[config.mk]
export PLATFORM = sky130hd
export DESIGN_NAME = ter_prefix_stream
export DESIGN_NICKNAME = d
export VERILOG_FILES = /design/src/rtl/ter_pkg.sv /design/src/rtl/ter_prefix_lanes.sv /design/src/rtl/ter_prefix_stream.sv
export SDC_FILE = /design/constraint.sdc
export NUM_CORES = 1
export LEC_CHECK = 0
export ABC_AREA = 1
export BUFFER_PORTS_ARGS = -buffer_cell sky130_fd_sc_hd__clkbuf_2
export CAP_MARGIN = 20
export CELL_PAD_IN_SITES_DETAIL_PLACEMENT = 0
export CELL_PAD_IN_SITES_GLOBAL_PLACEMENT = 1
export CORE_MARGIN = 2
export CORE_UTILIZATION = 40
export CTS_CLUSTER_DIAMETER = 40
export DETAILED_ROUTE_END_ITERATION = 12
export GPL_TIMING_DRIVEN = 0
export PLACE_DENSITY = 0.79
export SYNTH_ARGS = -nofsm -noshare
export SYNTH_HDL_FRONTEND = slang
export SYNTH_SLANG_ARGS = --single-unit
[constraint.sdc]
create_clock -name clk -period 5.5 [get_ports clk]
set_input_delay 0.275 -clock clk [delete_from_list [all_inputs] [get_ports clk]]
set_output_delay 0.275 -clock clk [all_outputs]
set_load 0.02 [all_outputs]
[src/rtl/ter_pkg.sv]
// Balanced-ternary helpers on the {sign, nonzero} 2-bit code used across the
// poly-lift path: 00 = 0, 01 = 1, 11 = -1. The code 10 is never produced.
package ter_pkg;

  localparam logic [1:0] TER_ZERO = 2'b00;
  localparam logic [1:0] TER_ONE  = 2'b01;
  localparam logic [1:0] TER_MONE = 2'b11;

  function automatic logic [1:0] ter_sanitize(input logic [1:0] a);
    return (a == 2'b10) ? TER_ZERO : a;
  endfunction

  function automatic logic [1:0] ter_neg(input logic [1:0] a);
    case (a)
      TER_ONE:  return TER_MONE;
      TER_MONE: return TER_ONE;
      default:  return TER_ZERO;
    endcase
  endfunction

  // Like terms double, and in Z3 doubling is the same as negation.
  function automatic logic [1:0] ter_add(input logic [1:0] a, input logic [1:0] b);
    logic [1:0] x, y;
    x = ter_sanitize(a);
    y = ter_sanitize(b);
    if (x == TER_ZERO) return y;
    if (y == TER_ZERO) return x;
    if (x == y)        return ter_neg(x);
    return TER_ZERO;
  endfunction

endpackage

[src/rtl/ter_prefix_lanes.sv]
// Combinational mod-3 prefix chain across one beat of lanes.
module ter_prefix_lanes
  import ter_pkg::*;
#(
  parameter int LANES = 4
) (
  input  logic [1:0]             cin,
  input  logic [LANES-1:0][1:0]  lane_in,
  output logic [LANES-1:0][1:0]  lane_sum,
  output logic [1:0]             cout
);

  logic [1:0] chain [LANES+1];

  assign chain[0] = cin;

  for (genvar j = 0; j < LANES; j++) begin : g_lane
    assign chain[j+1]  = ter_add(chain[j], lane_in[j]);
    assign lane_sum[j] = chain[j+1];
  end

  assign cout = chain[LANES];

endmodule

[src/rtl/ter_prefix_stream.sv]
// Streaming mod-3 running sum over frames of N ternary coefficients, LANES per
// beat, with per-frame seed/sign selection and a single registered output stage.
module ter_prefix_stream
  import ter_pkg::*;
#(
  parameter int LANES = 4,
  parameter int N     = 701
) (
  input  logic                 clk,
  input  logic                 rst,
  input  logic [1:0]           seed,
  input  logic                 mode,
  input  logic                 in_valid,
  output logic                 in_ready,
  input  logic [2*LANES-1:0]   in_data,
  output logic                 out_valid,
  input  logic                 out_ready,
  output logic [2*LANES-1:0]   out_data,
  output logic                 out_last,
  output logic                 busy
);

  localparam int BEATS  = (N + LANES - 1) / LANES;
  localparam int BEAT_W = $clog2(BEATS);
  localparam int CW     = (BEAT_W < 1) ? 1 : BEAT_W;
  localparam int TAIL   = N - (BEATS - 1) * LANES;  // live lanes on the final beat

  logic [CW-1:0]          beat_cnt;
  logic [1:0]             acc;
  logic                   mode_q;
  logic                   first, last, accept, eff_mode;
  logic [1:0]             cin, cout;
  logic [LANES-1:0][1:0]  lane_in, lane_sum, lane_out;

  assign in_ready = !out_valid || out_ready;
  assign accept   = in_valid && in_ready;
  assign first    = (beat_cnt == '0);
  assign last     = (beat_cnt == CW'(BEATS - 1));
  assign busy     = !first;
  assign cin      = first ? ter_sanitize(seed) : acc;
  assign eff_mode = first ? mode : mode_q;

  for (genvar j = 0; j < LANES; j++) begin : g_lane
    localparam bit PAD = (j >= TAIL);
    logic kill;
    assign kill        = PAD && last;
    assign lane_in[j]  = kill ? TER_ZERO : ter_sanitize(in_data[2*j +: 2]);
    assign lane_out[j] = kill ? TER_ZERO :
                         (eff_mode ? ter_neg(lane_sum[j]) : lane_sum[j]);
  end

  ter_prefix_lanes #(.LANES(LANES)) u_lanes (
    .cin      (cin),
    .lane_in  (lane_in),
    .lane_sum (lane_sum),
    .cout     (cout)
  );

  always_ff @(posedge clk) begin
    if (rst) begin
      out_valid <= 1'b0;
      out_data  <= '0;
      out_last  <= 1'b0;
      beat_cnt  <= '0;
      acc       <= TER_ZERO;
      mode_q    <= 1'b0;
    end else begin
      if (in_ready) out_valid <= in_valid;
      if (accept) begin
        out_data <= lane_out;
        out_last <= last;
        if (first) mode_q <= mode;
        // Clearing on the last beat lets the next frame start back-to-back.
        if (last) begin
          beat_cnt <= '0;
          acc      <= TER_ZERO;
        end else begin
          beat_cnt <= beat_cnt + CW'(1);
          acc      <= cout;
        end
      end
    end
  end

endmodule

==> qor.yml <==
cap_viol_max_count: 0
clk_latency_ns: 0.30
grt_overflow: 0
routed-via-count: 1361
synth-adder-area-share_pct: 1.83
hold_buffers: 0
worstHoldPathType: "primary input to register"
muxShareOfSynthArea_pct: 0
synth-seq-area-share_pct: 29.2
cts_max_level: 1
crit_fanout: 5
wl_per_cell_um: 10.7
die_y_um: 62.5
leakagePower_nw: 0.807
vias_per_cell: 4.68
post-cts-setup-buffers: 0
required_ns: 5.74
synth_top_family_by_area: "simple AND/OR/NAND/NOR gates"
status: "finished clean"
grt_max_degree: 12
layout_worst_path_cycle_share_pct: 47.3
diodes: 0
cts_buffer_depth: 2
ys_types: 26
register_area_um2: 400
grt_pass1_vias: 1287
place_hpwl_um: 2550
io_pins: 27
cts_sinks: 20
multi_input_area_um2: 823
finClkSkew_ns: 0.00583
p_total_uw: 383
routed_wl_um: 3110
p_per_area_nw_per_um2: 240
yosysTopAreaCell: "dfxtp_1"
irDropWorstVdd_mv: 0.128
slew_headroom_pct: 62.3
max_freq_ghz: 0.384
die_x_um: 62.5
clk_pin_slew_worst_paths_ns: 0.12
cts_tree: "yes"
track_usage_pct: 17.3
drive_gt1_share_pct: 25.7
ys_ff_latch: 20
drtAntennaViolNets: 0
syn_area_um2: 1370
syn_avg_cell_area_um2: 6.37
cts_resized: 0
fin_area_um2: 1590
synthSimpleGateAreaFrac_pct: 41.8
fill_cells: 376
fin_nets: 263
hold_ws_ns: 0.187
io_buffers: 26
clockRootBuffer: "clkbuf_4"
grt_setup_unrepaired: "no"
die-area_um2: 3910
core-area_um2: 3310
timing.setup.tns_ns: 0
drtIter0Drc: 28
endpoint_kind: "register"
synth.area.top_cells: "dfxtp_1 29%, nand2_1 13%, inv_1 8.8%"
post-route-min-period_ns: 2.60
start_kind: "register"
setup_viol: 0
slew_viol_final: 0
synth_compound_area_share_pct: 15.8
start_util_pct: 41.4
arrival_ns: 2.85
hold_violations: 0
synth_warnings: 0
placed_cell_area_um2: 1560
yosysTopAreaCellShare_pct: 29.2
cts_buffers: 3
synth.net_count: 232
grt_pass1_wl_um: 5610
tightest_slew_ns: 0.564
row_count: 21
synth-xor-area-share_pct: 0.639
layout-area-overhead-vs-synth_pct: 16.3
gp_congestion: 0.816
critPathKind: "register to register"
antenna_found_initial: 0
firstDrtPassIters: 4
drc: 0
synth_cells: 215
## sequential cells by signal (all words and copies together) (netlist names)
signal / count
beat_cnt: 8
out_valid: 1
acc: 2
out_last: 1
mode_q: 1
out_data: 7
## power breakdown
part	internal, mW	switching [mW]
Combinational	0.0476	0.0885
Clock	0.0403	0.0451
Sequential	0.156	0.00616
Total	0.243	0.140
## cells by family (layout without fill, tap and decap cells)
group,after synthesis,after routing
compound gates,39,39
flops,20,20
simple gates,115,115
buf+inv,38,68
fa+ha+maj,2,2
xor+xnor,1,1
## metal layers
metal  up-vias  GRT usage (%)  part of all wire (%)
met5         -              0                     0
met4         0           4.72                  0.42
met3         2           1.98                   2.9
met2        22           28.4                    44
met1       585           24.0                    53
li1        752              -                     -
## layout by cell type, fill, tap and decap left out, types with 4 or more instances in the layout
cell / n
nand2_1: 48
inv_1: 32
clkbuf_2: 26
dfxtp_1: 20
a21oi_1: 18
nor2_1: 17
nand3_1: 16
nand2_2: 14
o21ai_0: 11
nor2_2: 4
nand3_2: 4
## final timing paths
check / cells after the start / slack (ns) / end / start
hold / removal: 2 / 0.19 / out_data[7] / rst
setup / recovery: 22 / 2.90 / out_data[7] / beat_cnt[0]
hold reg to reg: 2 / 0.47 / out_data[4] / out_data[4]
setup reg to reg: 22 / 2.90 / out_data[7] / beat_cnt[0]
## synthesized netlist by cell type
| library cell | number |
|---|---|
| nand3b_1 | 2 |
| o211ai_1 | 3 |
| nor3_1 | 1 |
| clkbuf_1 | 2 |
| inv_2 | 3 |
| a21oi_2 | 2 |
| nor4_1 | 3 |
| nand3_1 | 16 |
| ha_1 | 2 |
| inv_1 | 32 |
| o21a_1 | 1 |
| nand2_1 | 48 |
| nor2_2 | 4 |
| o21ai_1 | 3 |
| nor2_4 | 2 |
| dfxtp_1 | 20 |
| nand3_2 | 4 |
| o21ai_0 | 11 |
| buf_4 | 1 |
| xor2_1 | 1 |
| o21ai_2 | 1 |
| nand2_4 | 2 |
| nand2_2 | 14 |
| nand4_1 | 2 |
| nor2_1 | 17 |
| a21oi_1 | 18 |
## final cells by class
type | instances | share of cell area, %
plain buffers | 3 | 0.942
clock buffers | 4 | 2.28
inverters | 35 | 8.24
multi-input cells | 157 | 51.6
flip-flops and latches | 20 | 25.1
well taps | 46 | 3.61
repair buffers | 26 | 8.16
## critical path, stage by stage (launching register included)
cell and delay, ns:
dfxtp_1 0.33, inv_1 0.10, ha_1 0.22, nand2_1 0.14, nor2_4 0.20, nand2_2 0.07
nand2_2 0.10, nand2_2 0.06, nand2_2 0.10, nand3_2 0.09, nand2_1 0.14, nand2_1 0.12
o21ai_2 0.11, nor2_2 0.07, nand2_2 0.08, nand2_2 0.08, o21ai_1 0.08, nand2_1 0.07
nand2_2 0.10, inv_1 0.04, nand2_1 0.06, nand2_1 0.06, a21oi_2 0.11
## metrics by stage
step	setup WS (ns)	cells	utilization (%)
final	2.90	291	48.1
after detailed placement	2.92	287	47.1
after global routing	2.57	291	48.1
after CTS	2.87	291	48.1
after floorplan	3.29	215	-
after global placement	2.89	287	47.1
Note: power is estimated with default switching activity, not from simulation.
